[src/rtl/csi_dphy_frame_gen.sv]
// CSI-2 frame generator driving a D-PHY RX byte interface for self-test and emulation.
// Each frame is an FS short packet, `lines` long line packets and an FE short packet.
// A long packet is a header, a patterned payload and a CRC-16.
// Consecutive packets are separated by GAP_CYCLES idle cycles.
//
// Ports:
//   clk_i, reset_n_i     byte clock, asynchronous active-low reset
//   start_i              one-cycle frame request, accepted only when idle
//   vc_id_i, data_type_i, word_count_i, lines_i, active_lanes_i, pattern_sel_i
//                        frame configuration, latched when start_i is accepted
//   busy_o, done_o       frame in progress / one-cycle pulse after the FE packet
//   frame_num_o          number of the current or last frame (FS/FE word count)
//   rx_valid_hs_o        per-lane byte valid
//   rx_data_hs_o         lane l at [l*MIPI_GEAR +: MIPI_GEAR], sub-byte s at [s*8 +: 8]
module csi_dphy_frame_gen #(
  parameter int unsigned MIPI_LANES = 4,
  parameter int unsigned MIPI_GEAR  = 8,
  parameter int unsigned NUM_VC     = 4,
  parameter int unsigned GAP_CYCLES = 2
) (
  input  logic                             clk_i,
  input  logic                             reset_n_i,
  input  logic                             start_i,
  input  logic [1:0]                       vc_id_i,
  input  logic [5:0]                       data_type_i,
  input  logic [15:0]                      word_count_i,
  input  logic [15:0]                      lines_i,
  input  logic [2:0]                       active_lanes_i,
  input  logic [1:0]                       pattern_sel_i,
  output logic                             busy_o,
  output logic                             done_o,
  output logic [15:0]                      frame_num_o,
  output logic [MIPI_LANES-1:0]            rx_valid_hs_o,
  output logic [MIPI_LANES*MIPI_GEAR-1:0]  rx_data_hs_o
);

  localparam int unsigned BytesPerLane = MIPI_GEAR / 8;
  localparam int unsigned DataW        = MIPI_LANES * MIPI_GEAR;
  localparam int unsigned GapW         = (GAP_CYCLES > 2) ? $clog2(GAP_CYCLES) : 1;

  typedef enum logic [2:0] {StIdle, StFs, StGap, StLong, StFe, StDone} state_e;

  // CSI-2 v1.x header ECC: d = {wc_hi, wc_lo, di}
  function automatic logic [5:0] ecc6(input logic [23:0] d);
    logic [5:0] p;
    p[0] = d[0]^d[1]^d[2]^d[4]^d[5]^d[7]^d[10]^d[11]^d[13]^d[16]^d[20]^d[21]^d[22]^d[23];
    p[1] = d[0]^d[1]^d[3]^d[4]^d[6]^d[8]^d[10]^d[12]^d[14]^d[17]^d[20]^d[21]^d[22]^d[23];
    p[2] = d[0]^d[2]^d[3]^d[5]^d[6]^d[9]^d[11]^d[12]^d[15]^d[18]^d[20]^d[21]^d[22];
    p[3] = d[1]^d[2]^d[3]^d[7]^d[8]^d[9]^d[13]^d[14]^d[15]^d[19]^d[20]^d[21]^d[23];
    p[4] = d[4]^d[5]^d[6]^d[7]^d[8]^d[9]^d[16]^d[17]^d[18]^d[19]^d[20]^d[22]^d[23];
    p[5] = d[10]^d[11]^d[12]^d[13]^d[14]^d[15]^d[16]^d[17]^d[18]^d[19]^d[21]^d[22]^d[23];
    return p;
  endfunction

  // Reflected CRC-16 (x^16+x^12+x^5+1), data consumed LSB first
  function automatic logic [15:0] crc16_byte(input logic [15:0] crc, input logic [7:0] b);
    logic [15:0] c;
    c = crc;
    for (int i = 0; i < 8; i++) begin
      c = (c >> 1) ^ ((c[0] ^ b[i]) ? 16'h8408 : 16'h0000);
    end
    return c;
  endfunction

  // Fibonacci LFSR x^8+x^6+x^5+x^4+1, advanced 8 bits per payload byte
  function automatic logic [7:0] lfsr8_step(input logic [7:0] s_in);
    logic [7:0] s;
    s = s_in;
    for (int i = 0; i < 8; i++) begin
      s = {s[6:0], s[7] ^ s[5] ^ s[4] ^ s[3]};
    end
    return s;
  endfunction

  state_e            state_q, state_d;
  logic [16:0]       pos_q, pos_d;       // packet byte index of the first slot shown this cycle
  logic [GapW-1:0]   gap_q, gap_d;
  logic [15:0]       line_q, line_d;     // index of the current / next line packet
  logic [1:0]        vc_q, vc_d, vc_in;
  logic [5:0]        dt_q, dt_d;
  logic [15:0]       wc_q, wc_d;
  logic [15:0]       lines_q, lines_d;
  logic [2:0]        lanes_q, lanes_d, lanes_in;
  logic [1:0]        pat_q, pat_d;
  logic [15:0]       frame_q, frame_d;
  logic [15:0]       crc_q, crc_d;
  logic [7:0]        lfsr_q, lfsr_d;
  logic [MIPI_LANES-1:0] valid_q, valid_d;
  logic [DataW-1:0]  data_q, data_d;
  logic              busy_q, busy_d, done_q, done_d;
  logic              accept;

  logic [16:0]       bpc, pkt_len_q;
  logic              last_beat;

  // Unsupported lane requests fall back to a single lane
  always_comb begin
    lanes_in = 3'd1;
    if ((active_lanes_i == 3'd2 && MIPI_LANES >= 2) ||
        (active_lanes_i == 3'd4 && MIPI_LANES >= 4)) begin
      lanes_in = active_lanes_i;
    end
    vc_in = (32'(vc_id_i) >= NUM_VC) ? 2'd0 : vc_id_i;
  end

  assign bpc       = {14'd0, lanes_q} * 17'(BytesPerLane);
  assign pkt_len_q = (state_q == StLong) ? ({1'b0, wc_q} + 17'd6) : 17'd4;
  assign last_beat = (pos_q + bpc) >= pkt_len_q;

  // State register
  always_ff @(posedge clk_i or negedge reset_n_i) begin
    if (!reset_n_i) begin
      state_q <= StIdle;
      pos_q   <= '0;
      gap_q   <= '0;
      line_q  <= '0;
      vc_q    <= '0;
      dt_q    <= '0;
      wc_q    <= '0;
      lines_q <= '0;
      lanes_q <= 3'd1;
      pat_q   <= '0;
      frame_q <= '0;
      crc_q   <= '0;
      lfsr_q  <= '0;
      valid_q <= '0;
      data_q  <= '0;
      busy_q  <= 1'b0;
      done_q  <= 1'b0;
    end else begin
      state_q <= state_d;
      pos_q   <= pos_d;
      gap_q   <= gap_d;
      line_q  <= line_d;
      vc_q    <= vc_d;
      dt_q    <= dt_d;
      wc_q    <= wc_d;
      lines_q <= lines_d;
      lanes_q <= lanes_d;
      pat_q   <= pat_d;
      frame_q <= frame_d;
      crc_q   <= crc_d;
      lfsr_q  <= lfsr_d;
      valid_q <= valid_d;
      data_q  <= data_d;
      busy_q  <= busy_d;
      done_q  <= done_d;
    end
  end

  // Next-state logic
  always_comb begin
    state_d = state_q;
    pos_d   = pos_q;
    gap_d   = gap_q;
    line_d  = line_q;
    vc_d    = vc_q;
    dt_d    = dt_q;
    wc_d    = wc_q;
    lines_d = lines_q;
    lanes_d = lanes_q;
    pat_d   = pat_q;
    frame_d = frame_q;
    accept  = 1'b0;
    case (state_q)
      StIdle: begin
        if (start_i) begin
          accept  = 1'b1;
          state_d = StFs;
          pos_d   = '0;
          line_d  = '0;
          vc_d    = vc_in;
          dt_d    = data_type_i;
          wc_d    = word_count_i;
          lines_d = lines_i;
          lanes_d = lanes_in;
          pat_d   = pattern_sel_i;
          frame_d = (frame_q == 16'hFFFF) ? 16'd1 : frame_q + 16'd1;
        end
      end
      StFs, StLong, StFe: begin
        if (last_beat) begin
          pos_d = '0;
          gap_d = '0;
          if (state_q == StFe) begin
            state_d = StDone;
          end else begin
            if (state_q == StLong) line_d = line_q + 16'd1;
            if (GAP_CYCLES == 0) state_d = (line_d < lines_q) ? StLong : StFe;
            else                 state_d = StGap;
          end
        end else begin
          pos_d = pos_q + bpc;
        end
      end
      StGap: begin
        if ((32'(gap_q) + 32'd1) >= GAP_CYCLES) state_d = (line_q < lines_q) ? StLong : StFe;
        else                                    gap_d   = gap_q + GapW'(1);
      end
      StDone:  state_d = StIdle;
      default: state_d = StIdle;
    endcase
  end

  // Output logic: builds the next registered beat from the next state, so the first FS
  // byte appears the cycle after acceptance.
  logic [7:0]  hdr_di, slot_b;
  logic [15:0] hdr_wc, crc_run;
  logic [5:0]  hdr_ecc;
  logic [7:0]  lfsr_run;
  logic [16:0] slot_p, len_d, pay_end;
  logic        emit;
  int          lanes_n;

  always_comb begin
    valid_d  = '0;
    data_d   = '0;
    busy_d   = (state_d == StFs) || (state_d == StGap) || (state_d == StLong) ||
               (state_d == StFe);
    done_d   = (state_d == StDone);
    emit     = (state_d == StFs) || (state_d == StLong) || (state_d == StFe);
    lanes_n  = int'(lanes_d);
    crc_run  = (state_d == StLong && pos_d == '0) ? 16'hFFFF : crc_q;
    lfsr_run = accept ? 8'hFF : lfsr_q;
    slot_p   = '0;
    slot_b   = '0;
    pay_end  = {1'b0, wc_d} + 17'd4;
    len_d    = (state_d == StLong) ? ({1'b0, wc_d} + 17'd6) : 17'd4;
    if (state_d == StLong) begin
      hdr_di = {vc_d, dt_d};
      hdr_wc = wc_d;
    end else begin
      hdr_di = {vc_d, 5'd0, (state_d == StFe)};
      hdr_wc = frame_d;
    end
    hdr_ecc = ecc6({hdr_wc, hdr_di});
    if (emit) begin
      // s outer, l inner walks the slots in increasing packet byte order, which keeps the
      // running CRC / LFSR chain in transmit order.
      for (int s = 0; s < int'(BytesPerLane); s++) begin
        for (int l = 0; l < int'(MIPI_LANES); l++) begin
          if (l < lanes_n) begin
            slot_p = pos_d + 17'(s * lanes_n + l);
            if (slot_p < len_d) begin
              if (slot_p < 17'd4) begin
                case (slot_p[1:0])
                  2'd0:    slot_b = hdr_di;
                  2'd1:    slot_b = hdr_wc[7:0];
                  2'd2:    slot_b = hdr_wc[15:8];
                  default: slot_b = {2'b00, hdr_ecc};
                endcase
              end else if (slot_p < pay_end) begin
                unique case (pat_d)
                  2'd0: slot_b = slot_p[7:0] - 8'd4;
                  2'd1: slot_b = 8'hA5;
                  2'd2: slot_b = line_d[7:0];
                  2'd3: slot_b = lfsr_run;
                endcase
                crc_run  = crc16_byte(crc_run, slot_b);
                lfsr_run = lfsr8_step(lfsr_run);
              end else if (slot_p == pay_end) begin
                slot_b = crc_run[7:0];
              end else begin
                slot_b = crc_run[15:8];
              end
              valid_d[l] = 1'b1;
              data_d[l*int'(MIPI_GEAR) + s*8 +: 8] = slot_b;
            end
          end
        end
      end
    end
    crc_d  = crc_run;
    lfsr_d = lfsr_run;
  end

  assign busy_o        = busy_q;
  assign done_o        = done_q;
  assign frame_num_o   = frame_q;
  assign rx_valid_hs_o = valid_q;
  assign rx_data_hs_o  = data_q;

endmodule

[config.mk]
export PLATFORM = sky130hd
export DESIGN_NAME = csi_dphy_frame_gen
export DESIGN_NICKNAME = d
export VERILOG_FILES = /design/src/rtl/csi_dphy_frame_gen.sv
export SDC_FILE = /design/constraint.sdc
export NUM_CORES = 1
export LEC_CHECK = 0
export ABC_AREA = 1
export CELL_PAD_IN_SITES_DETAIL_PLACEMENT = 0
export CELL_PAD_IN_SITES_GLOBAL_PLACEMENT = 1
export CORE_MARGIN = 2
export CORE_UTILIZATION = 35
export CTS_CLUSTER_DIAMETER = 80
export DETAILED_ROUTE_END_ITERATION = 8
export PLACE_DENSITY = 0.76
export SLEW_MARGIN = 20
export SYNTH_ARGS = -nofsm -noshare
export SYNTH_HDL_FRONTEND = slang
export SYNTH_SLANG_ARGS = --single-unit
[constraint.sdc]
create_clock -name clk_i -period 8.6 [get_ports clk_i]
set_clock_uncertainty 0.2 [all_clocks]
set_input_delay 1.72 -clock clk_i [delete_from_list [all_inputs] [get_ports clk_i]]
set_output_delay 1.72 -clock clk_i [all_outputs]
set_load 0.01 [all_outputs]
# Word level (Yosys, flattened, before mapping)
# Index checks and enable logic that the tools add are counted.
# totals
register_bits	160
out_inout_bits	54
inputBits	48
elab_cells	506
# classes
n_mux	169
reduce_logical	20
bitwise	233
n_eq_ne	32
magnitude_cmp	19
addsub	15
# ops
op	count
two-way mux 16 bit	63
bitwise XOR 15 x 16 -> 16 bit	32
two-way mux 8 bit	61
bitwise XOR 1 bit	201
< comparator 17 bit	8
case mux 8 bit (4 select lines)	4
case mux 8 bit (3 select lines)	4
equality test 17 bit	4
< comparator 17 x 3 -> 1 bit, second input constant	4
two-way mux 17 bit	4
adder 16 x 3 -> 17 bit, second input constant	3
adder 17 x 2 -> 17 bit, second input constant	2
case mux 17 bit (2 select lines)	1
adder 16 x 1 -> 16 bit, second input constant	2
two-way mux 32 bit	1
case mux 16 bit (2 select lines)	1
subtractor 8 x 3 -> 8 bit, second input constant	4
two-way mux 3 bit	8
two-way mux 6 bit	3
adder 17 x 1 -> 17 bit, second input constant	1
adder 17 x 3 -> 17 bit	1
>= comparator 17 bit	1
logical NOT 17 bit	1
equality test 16 bit, second input constant	1
26 further kinds	73

# Logic depth before layout (Yosys ltp)
# Gate-level depths: netlist of run 1.
# depth
depth_word	128
depth_mapped	78
mapped_depth_nobuf	74

# Worst setup path after synthesis of run 1
# No wires, ideal clock.
# synth_timing
path_kind	input to register
from	input port start_i
to	register crc_q[15]
n_path_buf	5
stages	45
required_ns	8.268
path_slack_ns	0.802
setup_time_ns	0.132
arrival_ns	7.466
cell_sequence	nand2_2 > buf_4 > clkbuf_1 > clkbuf_1 > clkbuf_1 > o21ai_0 > inv_1 > ha_1 > nand2_1 > nor2_1 > nand2_1 > nor2_1 > xor2_1 > ha_1 > nand4_1 > inv_1 > nand2_1 > o21bai_1 > (+9 left out) > nand3_1 > nand2_1 > nand2_1 > nand3_1 > nand2_1 > nand2_1 > nand2_2 > nand2_2 > nand2_1 > nand2_1 > nand3_2 > nand3_2 > nand2_1 > nand3_2 > nand2_1 > nand2_1 > nand3_1 > o21ai_1
# synth_via
word_cells_on_any_way	229
cone_classes	add/sub (9); order compare (16); eq/ne (6); mux (93); bitwise (100); reduce/logical (5)
# synth_lines
element	line	source
start: declaration	23	input logic start_i,
two-way mux 16 bit (*)	167	if (start_i) begin
two-way mux 16 bit (*)	165	case (state_q)
net wc_d[2]	81	logic [15:0] wc_q, wc_d;
adder 16 x 3 -> 17 bit	227	pay_end = {1'b0, wc_d} + 17'd4;
< comparator 17 bit	252	end else if (slot_p < pay_end) begin
two-way mux 8 bit	252	
two-way mux 8 bit	245	if (slot_p < 17'd4) begin
two-way mux 8 bit	244	if (slot_p < len_d) begin
(+50 left out)	--	
two-way mux 16 bit	60	c = (c >> 1) ^ ((c[0] ^ b[i]) ? 16'h8408 : 16'h0000);
bitwise XOR 15 x 16 -> 16 bit	60	
two-way mux 16 bit	252	
two-way mux 16 bit	245	
two-way mux 16 bit	244	
two-way mux 16 bit (*)	242	if (l < lanes_n) begin
two-way mux 16 bit (*)	237	if (emit) begin
net crc_d[15]	86	logic [15:0] crc_q, crc_d;
end signal: assignment	142	crc_q <= crc_d;
end: declaration	86	
# The timed path passes the listed nets; every way through them passes the cells marked *. The select of a mux whose other input is x is not followed.
# A chain may end at the register's enable or synchronous reset.

# Final worst setup path of run 1
# layout_timing
from	register lanes_q[0]
to	register lfsr_q[0]
# layout_via
elab_chain_cells	39
word_cells_on_any_way	113
cone_classes	add/sub (4); order compare (17); eq/ne (3); mux (27); bitwise (60); reduce/logical (2)
# layout_rtl
element	line	source
start: declaration	83	logic [2:0] lanes_q, lanes_d, lanes_in;
start signal: assignment	139	lanes_q <= lanes_d;
adder 17 x 3 -> 17 bit (*)	108, 193	
>= comparator 17 bit	108	assign last_beat = (pos_q + bpc) >= pkt_len_q;
two-way mux 17 bit (*)	182	if (last_beat) begin
case mux 17 bit (2 select lines) (*)	165	
net pos_d[1]	76	logic [16:0] pos_q, pos_d;
< comparator 17 bit	252	
two-way mux 8 bit	252	
two-way mux 8 bit	245	
(+21 left out)	--	
bitwise XOR 1 bit or two-way mux 8 bit (tied branches)	70, 237	
bitwise XOR 1 bit (5 in series)	70	s = {s[6:0], s[7] ^ s[5] ^ s[4] ^ s[3]};
two-way mux 8 bit	252	
two-way mux 8 bit	245	
two-way mux 8 bit	244	
two-way mux 8 bit (*)	242	
two-way mux 8 bit (*)	237	
net lfsr_d[0]	87	logic [7:0] lfsr_q, lfsr_d;
end signal: assignment	143	lfsr_q <= lfsr_d;
end: declaration	87	
# Marks and branches as above.

==> flow_metrics.py, run 1 <==
metrics = {
    "finish": {
        "layout.filler_cells": 6343,
        "final_core_utilization": 0.443,
        "instances_no_fill": 4462,
        "regArea_um2": 4010,
        "most-common-layout-cells": "sky130_fd_sc_hd__nand2_1 (901), sky130_fd_sc_hd__inv_1 (453), sky130_fd_sc_hd__buf_4 (247)",
        "synthToLayoutAreaGrowth_pct": 25.0,
        "multiInputGateArea_um2": 15600,
        "layout.cells.most_common": "sky130_fd_sc_hd__nand2_1",
        "postLayoutCellArea_um2": 26200,
        "drive_gt1_frac": 0.175,
        "num-nets-final": 3911,
    },
    "critical_path": {
        "r2r_cells": 48,
        "endpoint_kind": "register",
        "arrival_ps": 8280,
        "endpoint_of_the_lowest_slack_register_to_register_path": "lfsr_q[0]$_DFF_PN0_",
        "slowest_stage": "sky130_fd_sc_hd__dfstp_2",
        "crit_end": "lfsr_q[0]$_DFF_PN0_",
        "cp-startpoint": "lanes_q[0]$_DFF_PN1_",
        "setup.worst_path.class": "reg2reg",
        "critPathLaunchType": "register",
        "critical_path.most_common_cell": "sky130_fd_sc_hd__nand2_1",
        "critical_path_depth": 48,
        "worst-path-buf-inv": 7,
        "cp_slowest_stage_delay_ps": 540,
        "regToRegStartpoint": "lanes_q[0]$_DFF_PN1_",
        "critical-path-top-delay-family": "simple AND/OR/NAND/NOR gates",
        "timing.reg2reg.setup_slack_ps": 470,
        "crit_required_ps": 8750,
        "max_fo_critical_path": 6,
    },
    "place": {
        "port_buffers": 101,
        "hpwl_um": 71200,
        "post-place-cells": 4370,
        "dpl_cell_area_um2": 24100,
        "globalplace.congestion": 0.979,
    },
    "logic_synthesis": {
        "synth_enable_flop_cells": 0,
        "synthesis.nets": 3597,
        "synth.area.top_cells": "sky130_fd_sc_hd__dfrtp_1 (19%), sky130_fd_sc_hd__nand2_1 (18%), sky130_fd_sc_hd__ha_1 (11%)",
        "post_synth_instance_area_um2": 20900,
        "ff_latch_count_synth": 160,
        "postSynth.asyncResetShare": 1.00,
        "number_of_distinct_standard_cells_referenced_by_the_synthesized_netlist": 73,
        "synth_top_area_share": 0.190,
        "synth_flop_cell": "sky130_fd_sc_hd__dfrtp_1",
        "synthDominantAreaCellType": "sky130_fd_sc_hd__dfrtp_1",
        "postSynthAreaPerCell_um2": 6.22,
        "synth_warnings": 0,
        "yosysSeqAreaShare": 0.191,
        "post_synth_inst_count": 3361,
    },
    "routing": {
        "first_iter_violations": 1959,
        "first_pass_iters": 6,
        "detail-route-antenna-nets": 0,
        "drc": 0,
        "routed_wire_length_per_instance_um": 19.6,
        "totalWireLength_um": 87400,
        "via_count": 23900,
        "via_per_inst": 5.35,
    },
    "die": {
        "floorplan.initialDensity": 0.354,
        "die-height_um": 248,
        "ioPinCount": 102,
        "area_enclosed_by_the_die_boundary_um2": 61700,
        "die_width_um": 248,
        "floorplan.core_area_um2": 59000,
        "rows": 89,
    },
    "sta": {
        "worst_pin_slew_ps": 1020,
        "final.period_utilization": 0.945,
        "fmax_mhz": 123,
        "rsz0062_at_grt": "yes",
        "final_hold_violating_endpoints": 0,
        "maxSlewViolCount": 0,
        "relSlewSlack": 0.319,
        "setup_viol": 0,
        "finalCriticalPeriod_ps": 8130,
    },
    "job": {
        "maxCapViolations": 0,
    },
    "grt": {
        "grt_overflow": 0,
        "vias_in_the_first_global_route": 21900,
        "grt_start_max_net_pins": 97,
        "grt.total_usage": 0.274,
        "grt_antenna_before_repair": 2,
        "grt_first_pass_wirelength_um": 131000,
    },
    "hold_path": {
        "timing.hold.worst.class": "reg2reg",
        "worst_hold_startpoint": "dt_q[0]$_DFF_PN0_",
    },
    "run_status": {
        "run_status": "completed",
    },
    "cts": {
        "cts_tree": "yes",
        "cts.hold.buffers_added": 0,
        "tritoncts_sinks": 160,
        "tritoncts.num_buffers": 17,
        "clkSlewWorstSetupHoldPaths_ps": 70,
        "clock_insertion_delay_worst_skew_ps": 490,
        "cts_root_buf": "sky130_fd_sc_hd__clkbuf_16",
        "clock_tree.htree_level_count": 4,
        "clock_tree.buffer_depth": 2,
    },
    "power_and_ir_drop": {
        "power_uw": 1570,
        "worst_ir_drop_vdd_uv": 134,
        "power_per_cell_area_nw_per_um2": 60.1,
        "total_leakage_power_uw": 0.0140,
    },
}
## synth_stat cells, types with 4 or more instances
master                      number
sky130_fd_sc_hd__o21a_1          7
sky130_fd_sc_hd__a21o_1          4
sky130_fd_sc_hd__nor2_2         14
sky130_fd_sc_hd__nand3b_1       10
sky130_fd_sc_hd__o22ai_1        14
sky130_fd_sc_hd__o21ai_2        12
sky130_fd_sc_hd__xor2_2          4
sky130_fd_sc_hd__buf_2          16
sky130_fd_sc_hd__o21ai_0       199
sky130_fd_sc_hd__o21bai_1        8
sky130_fd_sc_hd__nand2_1       980
sky130_fd_sc_hd__a211oi_1       11
sky130_fd_sc_hd__o221ai_1       25
sky130_fd_sc_hd__or2_2          18
sky130_fd_sc_hd__nor3_1         34
sky130_fd_sc_hd__a31oi_1         4
sky130_fd_sc_hd__xnor2_1        36
sky130_fd_sc_hd__clkbuf_1       37
sky130_fd_sc_hd__clkinv_1        8
sky130_fd_sc_hd__ha_1          187
sky130_fd_sc_hd__buf_6           9
sky130_fd_sc_hd__nor2_1        220
sky130_fd_sc_hd__nand3_2        17
sky130_fd_sc_hd__nor4_1         19
sky130_fd_sc_hd__nand2_4         7
sky130_fd_sc_hd__inv_2          19
sky130_fd_sc_hd__a21oi_1       178
sky130_fd_sc_hd__o21ai_1        36
sky130_fd_sc_hd__inv_1         466
sky130_fd_sc_hd__a2111oi_0       6
sky130_fd_sc_hd__dfrtp_1       159
sky130_fd_sc_hd__buf_1           4
sky130_fd_sc_hd__a221oi_1        8
sky130_fd_sc_hd__nand4_1        59
sky130_fd_sc_hd__or2_1           4
sky130_fd_sc_hd__xor2_1        109
sky130_fd_sc_hd__nand2_2        49
sky130_fd_sc_hd__o31ai_1         4
sky130_fd_sc_hd__buf_4           8
sky130_fd_sc_hd__nand3_1       271
sky130_fd_sc_hd__o211ai_1       28
sky130_fd_sc_hd__nor2_4          7
## cell families (layout without fill, tap and decap cells)
group,after synthesis,count (layout),synth area share
fa+ha+maj,188,188,0.113
compound gates,570,570,0.160
other cells,0,1,0
simple gates,1725,1725,0.364
xor+xnor,149,149,0.0638
flops,160,160,0.191
buf+inv,568,895,0.108
mux,1,1,0.000478
## state kept, by name, summed over array words and instances (netlist names)
signal	count
dt_q	6
wc_q	16
rx_data_hs_o	32
rx_valid_hs_o	4
done_o	1
line_q	16
pos_q	17
busy_o	1
pat_q	2
lfsr_q	8
lines_q	16
vc_q	2
gap_q	1
lanes_q	3
crc_q	16
state_q	3
frame_num_o	16
## power by group
| part | leakage (uW) | switching, uW | internal, uW |
|---|---|---|---|
| Sequential | 0.00182 | 0 | 752 |
| Clock | 0.000283 | 373 | 407 |
| Combinational | 0.0118 | 20.5 | 19.2 |
## through the flow
step,hold slack [ps],worst slack [ps],setup TNS (ps)
6_report,282,470,0
3_3_place_gp,261,-491,-10170
2_1_floorplan,245,802,0
3_5_place_dp,268,-521,-11280
4_1_cts,285,8.55,0
5_1_grt,323,-130,-1630
## repair_timing
action                     in CTS  in global routing
setup buffers                   3                 53
pin swaps                       2                 68
setup endpoints to repair      33                 38
hold endpoints to repair        0                  0
gates resized for setup        14                240
gates cloned                    0                  4
## cell type report
| type | count | share of cell area |
|---|---|---|
| diodes | 1 | 0.0000957 |
| clock buffers | 18 | 0.0164 |
| clock inverters | 14 | 0.00564 |
| inverters | 494 | 0.0717 |
| multi-input cells | 2633 | 0.595 |
| flip-flops and latches | 160 | 0.153 |
| well taps | 773 | 0.0370 |
| repair buffers | 369 | 0.121 |
## metal layers
layer,global-route usage,part of all wire,up-vias
met3,0.0403,0.071,156
li1,-,-,11700
met4,0.101,0.038,2
met1,0.386,0.46,11200
met5,0,0.00015,-
met2,0.421,0.43,905
## worst min path at each step
stage	end	cells after the start
6_report	dt_q[0]$_DFF_PN0_	2
5_1_grt	dt_q[0]$_DFF_PN0_	2
4_1_cts	dt_q[0]$_DFF_PN0_	2
3_5_place_dp	dt_q[0]$_DFF_PN0_	2
3_3_place_gp	dt_q[0]$_DFF_PN0_	2
2_1_floorplan	dt_q[0]$_DFF_PN0_	2
## worst register-to-register path, delay by kind of cell, from the launching register on
family / cells / cell delay [ps]
xor gates and xnor gates: 2 / 570
buffers and inverters: 7 / 870
DFF: 1 / 540
and+or+nand+nor: 24 / 2910
AOI/OAI and AO/OA: 10 / 1690
adders and majority gates: 5 / 1200
Power figures use the tool's default switching activity.
==> inputs of run 2 (changes only) <==
--- a/config.mk
+++ b/config.mk
@@ -8,10 +8,11 @@
 export ABC_AREA = 1
 export CELL_PAD_IN_SITES_DETAIL_PLACEMENT = 0
 export CELL_PAD_IN_SITES_GLOBAL_PLACEMENT = 1
-export CORE_MARGIN = 2
+export CORE_MARGIN = 4
 export CORE_UTILIZATION = 35
 export CTS_CLUSTER_DIAMETER = 80
 export DETAILED_ROUTE_END_ITERATION = 8
+export MAX_ROUTING_LAYER = met4
 export PLACE_DENSITY = 0.76
 export SLEW_MARGIN = 20
 export SYNTH_ARGS = -nofsm -noshare
==> run 2 against run 1 <==
Net effect: flip-flop and latch count is the same; register-to-register slack better by 50 ps; hold slack about the same; sequential power about the same; final cell count shrank 0.22%; first-iteration DRC count up 13%; non-clock buffer count is 9 lower; core utilization shrank 0.76 points; via count is 1.5% lower; sequential share of layout area rose by 0.24 points; combinational power increased by 5%; highest routed layer is now met4.
==> flow_metrics.py, run 2 (synthesized netlist as in run 1, its figures left out) <==
metrics = {
    "critical_path": {
        "arrival_ps": 8250,
        "crit_required_ps": 8780,
        "critPathLaunchType": "register",
        "worst-path-buf-inv": 8,
        "critical_path.most_common_cell": "sky130_fd_sc_hd__nand2_1",
        "cp_slowest_stage_delay_ps": 430,
        "critical-path-top-delay-family": "simple AND/OR/NAND/NOR gates",
        "setup.worst_path.class": "reg2reg",
        "endpoint_kind": "register",
        "slowest_stage": "sky130_fd_sc_hd__fa_1",
        "max_fo_critical_path": 9,
    },
    "cts": {
        "clock_tree.htree_level_count": 4,
        "cts_root_buf": "sky130_fd_sc_hd__clkbuf_16",
        "tritoncts_sinks": 160,
        "clkSlewWorstSetupHoldPaths_ps": 80,
        "cts_tree": "yes",
        "clock_tree.buffer_depth": 2,
        "clock_insertion_delay_worst_skew_ps": 490,
        "tritoncts.num_buffers": 17,
    },
    "sta": {
        "setup_viol": 0,
        "rsz0062_at_grt": "yes",
        "worst_pin_slew_ps": 1010,
        "maxSlewViolCount": 0,
        "final.period_utilization": 0.939,
        "relSlewSlack": 0.321,
        "final_hold_violating_endpoints": 0,
        "fmax_mhz": 124,
        "finalCriticalPeriod_ps": 8080,
    },
    "power_and_ir_drop": {
        "power_uw": 1560,
        "worst_ir_drop_vdd_uv": 129,
        "total_leakage_power_uw": 0.0138,
        "power_per_cell_area_nw_per_um2": 60.6,
    },
    "die": {
        "floorplan.initialDensity": 0.354,
        "area_enclosed_by_the_die_boundary_um2": 63800,
        "rows": 89,
        "floorplan.core_area_um2": 59100,
        "die_width_um": 252,
        "ioPinCount": 102,
        "die-height_um": 252,
    },
    "routing": {
        "totalWireLength_um": 88500,
        "via_per_inst": 5.28,
        "detail-route-antenna-nets": 0,
        "drc": 0,
        "first_iter_violations": 2211,
        "routed_wire_length_per_instance_um": 19.9,
        "first_pass_iters": 6,
        "via_count": 23500,
    },
    "grt": {
        "grt_antenna_before_repair": 2,
        "groute.layer.met2.usage": 0.411,
        "groute.layer.met1.usage": 0.379,
        "grt.total_usage": 0.275,
        "grt_start_max_net_pins": 63,
        "grt_first_pass_wirelength_um": 130000,
        "vias_in_the_first_global_route": 21400,
        "grt_overflow": 0,
        "global_route.peak_usage_layer": "met2",
        "gr-usage-met3": 0.0467,
    },
    "hold_path": {
        "timing.hold.worst.class": "reg2reg",
    },
    "place": {
        "port_buffers": 101,
        "hpwl_um": 72300,
        "globalplace.congestion": 0.998,
        "dpl_cell_area_um2": 24200,
    },
    "finish": {
        "postLayoutCellArea_um2": 25800,
        "layout.filler_cells": 6351,
        "multiInputGateArea_um2": 15200,
        "num-nets-final": 3902,
        "final_core_utilization": 0.436,
        "regArea_um2": 4010,
        "antenna-diode-count": 0,
        "synthToLayoutAreaGrowth_pct": 23.1,
        "most-common-layout-cells": "sky130_fd_sc_hd__nand2_1 (924), sky130_fd_sc_hd__inv_1 (457), sky130_fd_sc_hd__nand3_1 (253)",
        "largest_reg_flops": 32,
        "layout.cells.most_common": "sky130_fd_sc_hd__nand2_1",
        "drive_gt1_frac": 0.159,
    },
    "run_status": {
        "run_status": "completed",
    },
    "job": {
        "maxCapViolations": 0,
    },
}
## run 2: cell types whose count changed in the layout (fill, tap and decap cells not counted), moves of 6 or more
cell | previous run | this run
sky130_fd_sc_hd__nand3_1 | 241 | 253
sky130_fd_sc_hd__ha_4 | 7 | 0
sky130_fd_sc_hd__ha_1 | 178 | 185
sky130_fd_sc_hd__nand3_2 | 43 | 31
sky130_fd_sc_hd__buf_6 | 14 | 5
sky130_fd_sc_hd__nand2_2 | 116 | 98
sky130_fd_sc_hd__nand2_1 | 901 | 924
sky130_fd_sc_hd__nand2_4 | 19 | 13
sky130_fd_sc_hd__o21ai_4 | 12 | 5
## run 2: stage by stage
step	instances	hold slack [ps]	worst slack (ps)	setup TNS [ps]
2_1_floorplan	3361	245	802	0
3_3_place_gp	4381	260	-160	-426
3_5_place_dp	4381	266	-181	-1040
4_1_cts	4413	284	24.7	0
5_1_grt	4452	299	-130	-889
6_report	4452	282	522	0
## run 2: final cells by class
class                   instances  share of cell area
well taps                     773              0.0375
repair buffers                360               0.121
flip-flops and latches        160               0.155
multi-input cells            2633               0.591
inverters                     494              0.0725
clock buffers                  18              0.0167
clock inverters                14             0.00534
## run 2: routing by layer
metal / part of all wire / wire (um) / up-vias
met1: 0.45 / 40200 / 10800
met3: 0.077 / 6840 / 142
met2: 0.43 / 38100 / 881
met5: 0 / 0 / -
li1: - / - / 11600
met4: 0.037 / 3310 / 0
## run 2: repair_timing
item | 4_1_cts | 5_1_grt
hold buffers | 0 | 0
resized for setup | 1 | 168
cloned | 0 | 5
endpoints found under the setup margin | 3 | 36
endpoints found under the hold margin | 0 | 0
pin swaps | 0 | 38
buffers inserted | 0 | 34
## run 2: path summary, 6_finish.rpt
path | startpoint | cells after the start | endpoint | slack (ps)
min in group asynchronous | reset_n_i | 1 | wc_q[10]$_DFF_PN0_ | 1040
worst min-delay path | dt_q[0]$_DFF_PN0_ | 2 | dt_q[0]$_DFF_PN0_ | 280
max in group asynchronous | reset_n_i | 3 | crc_q[5]$_DFF_PN0_ | 5290
worst min register to register | dt_q[0]$_DFF_PN0_ | 2 | dt_q[0]$_DFF_PN0_ | 280
worst max-delay path | pos_q[0]$_DFF_PN0_ | 54 | crc_q[7]$_DFF_PN0_ | 520
worst max register to register | pos_q[0]$_DFF_PN0_ | 54 | crc_q[7]$_DFF_PN0_ | 520
## run 2: report_power, final
group	switching (uW)	leakage [uW]	total, uW	internal, uW
Sequential	0	0.00182	752	752
Combinational	22.0	0.0117	41.5	19.5
Clock	384	0.000273	768	384
## run 2: worst min-delay path, cell delays in order (launching register included)
cell	delay, ps
sky130_fd_sc_hd__dfrtp_1	330
sky130_fd_sc_hd__nand2_1	50
sky130_fd_sc_hd__nand2_1	80
==> inputs of run 3 (changes only) <==
--- a/config.mk
+++ b/config.mk
@@ -12,8 +12,10 @@
 export CORE_UTILIZATION = 35
 export CTS_CLUSTER_DIAMETER = 80
 export DETAILED_ROUTE_END_ITERATION = 8
+export DONT_BUFFER_PORTS = 1
+export HOLD_SLACK_MARGIN = 0.05
 export MAX_ROUTING_LAYER = met4
-export PLACE_DENSITY = 0.76
+export PLACE_DENSITY = 0.72
 export SLEW_MARGIN = 20
 export SYNTH_ARGS = -nofsm -noshare
 export SYNTH_HDL_FRONTEND = slang
==> run 3 against run 2 <==
Net effect: non-clock buffer count down 128; core utilization shrank 1.2 points; setup slack worse by 89 ps; global-route usage rose by 0.17 points; highest routed layer unchanged.
==> flow_metrics.py, run 3 (synthesized netlist as in run 1, its figures left out) <==
metrics = {
    "run_status": {
        "run_status": "completed",
    },
    "grt": {
        "grt_overflow": 0,
        "grt.total_usage": 0.277,
        "grt_first_pass_wirelength_um": 131000,
        "grt_start_max_net_pins": 161,
        "grt_antenna_before_repair": 3,
        "vias_in_the_first_global_route": 21100,
    },
    "sta": {
        "rsz0062_at_grt": "yes",
        "final.period_utilization": 0.950,
        "worst_pin_slew_ps": 950,
        "relSlewSlack": 0.363,
        "fmax_mhz": 122,
        "finalCriticalPeriod_ps": 8170,
        "setup_viol": 0,
        "maxSlewViolCount": 0,
        "fin_ws_ps": 433,
        "final_hold_violating_endpoints": 0,
    },
    "power_and_ir_drop": {
        "power.share.combinational": 0.001,
        "switching_share": 0.257,
        "seq_power_share": 0.479,
        "total_leakage_power_uw": 0.0135,
        "power_per_cell_area_nw_per_um2": 62.6,
        "worst_ir_drop_vdd_uv": 125,
        "power.internal_uw": 1170,
        "pwr-share-clk": 0.521,
        "power.net_switching_uw": 403,
    },
    "critical_path": {
        "setup.worst_path.class": "reg2reg",
        "critical-path-top-delay-family": "simple AND/OR/NAND/NOR gates",
        "critPathLaunchType": "register",
        "r2r_cells": 59,
        "cp_slowest_stage_delay_ps": 330,
        "critical_path.most_common_cell": "sky130_fd_sc_hd__nand2_1",
        "crit_required_ps": 8760,
        "worst-path-buf-inv": 12,
        "critical_path_depth": 59,
        "max_fo_critical_path": 6,
        "slowest_stage": "sky130_fd_sc_hd__ha_1",
        "endpoint_kind": "register",
        "arrival_ps": 8320,
    },
    "finish": {
        "drive_gt1_frac": 0.173,
        "postLayoutCellArea_um2": 25100,
        "layout.filler_cells": 6346,
        "most-common-layout-cells": "sky130_fd_sc_hd__nand2_1 (898), sky130_fd_sc_hd__inv_1 (454), sky130_fd_sc_hd__nand3_1 (231)",
        "layout.cells.most_common": "sky130_fd_sc_hd__nand2_1",
        "synthToLayoutAreaGrowth_pct": 19.9,
        "num-nets-final": 3774,
        "largest_reg_flops": 32,
    },
    "routing": {
        "totalWireLength_um": 89700,
        "via_per_inst": 5.37,
        "via_count": 23200,
        "first_iter_violations": 2061,
        "drc": 0,
        "routed_wire_length_per_instance_um": 20.7,
        "first_pass_iters": 8,
        "detail-route-antenna-nets": 0,
    },
    "die": {
        "ioPinCount": 102,
        "rows": 89,
        "floorplan.core_area_um2": 59100,
        "die-height_um": 252,
        "die_width_um": 252,
        "area_enclosed_by_the_die_boundary_um2": 63800,
        "floorplan.initialDensity": 0.354,
    },
    "cts": {
        "cts.hold.buffers_added": 0,
        "tritoncts_sinks": 160,
        "clock_tree.buffer_depth": 2,
        "cts_tree": "yes",
        "cts_root_buf": "sky130_fd_sc_hd__clkbuf_16",
        "clkSlewWorstSetupHoldPaths_ps": 80,
        "tritoncts.num_buffers": 17,
        "clock_tree.htree_level_count": 4,
        "clock_insertion_delay_worst_skew_ps": 490,
    },
    "hold_path": {
        "holdPathStages": 2,
        "timing.hold.worst.class": "reg2reg",
    },
    "job": {
        "maxCapViolations": 0,
    },
    "place": {
        "globalplace.congestion": 1.01,
        "port_buffers": 0,
        "place_worst_setup_slack_ps": -507,
        "dpl_cell_area_um2": 22800,
        "hpwl_um": 72700,
    },
}
-- run 3: final timing paths --
path / from / endpoint / slack, ps
max: wc_q[1]$_DFF_PN0_ / crc_q[14]$_DFF_PN0_ / 430
min: lines_q[0]$_DFFE_PN0P_ / lines_q[0]$_DFFE_PN0P_ / 290
max reg2reg: wc_q[1]$_DFF_PN0_ / crc_q[14]$_DFF_PN0_ / 430
min reg2reg: lines_q[0]$_DFFE_PN0P_ / lines_q[0]$_DFFE_PN0P_ / 290
max in group asynchronous: reset_n_i / lfsr_q[1]$_DFF_PN0_ / 6960
min in group asynchronous: reset_n_i / wc_q[13]$_DFF_PN0_ / 730
-- run 3: routing by layer --
| layer | track usage | share of wire |
|---|---|---|
| met1 | 0.377 | 0.45 |
| met2 | 0.417 | 0.43 |
| met3 | 0.0416 | 0.071 |
| met4 | 0.102 | 0.040 |
| met5 | - | 0 |
-- run 3: worst reg2reg max path, delay by kind of cell (launching register included) --
kind | cells | cell delay, ps
adders and majority gates | 3 | 860
buffers and inverters | 12 | 1340
AOI/OAI and AO/OA | 8 | 1570
and+or+nand+nor | 36 | 3740
DFF | 1 | 320
-- run 3: timing repair --
item	4_1_cts	5_1_grt
gates resized for setup	16	261
hold endpoints to repair	0	0
endpoints found under the setup margin	28	38
cloned	0	6
pin swaps	5	73
setup buffers	4	50
-- run 3: per-stage QoR --
stage | total power [uW] | hold slack, ps | cells | utilization | TNS [ps]
2_1_floorplan | 768 | 245 | 3361 | - | 0
6_report | 1570 | 290 | 4326 | 0.424 | 0
3_3_place_gp | 768 | 262 | 4232 | 0.386 | -5320
4_1_cts | 1590 | 297 | 4268 | 0.398 | 0
5_1_grt | 1610 | 314 | 4326 | 0.424 | -1630
3_5_place_dp | 767 | 271 | 4232 | 0.386 | -5030
-- run 3: area by class of cell --
cell class              count  area [um2]  share of cell area
inverters                 494        1880              0.0749
flip-flops and latches    160        4010               0.160
multi-input cells        2633       15600               0.624
repair buffers            232        1980              0.0790
well taps                 773         967              0.0386
diodes                      2        5.00            0.000200
clock buffers              18         429              0.0171
clock inverters            14         163             0.00649
-- run 3: power groups by stage --
stage	clock, uW	combinational, uW	sequential [uW]
after floorplan	0	0.715	767
after global placement	0	0.958	767
after detailed placement	0	0.839	767
after CTS	835	0.848	752
after global routing	860	1.02	752
final	817	0.856	752
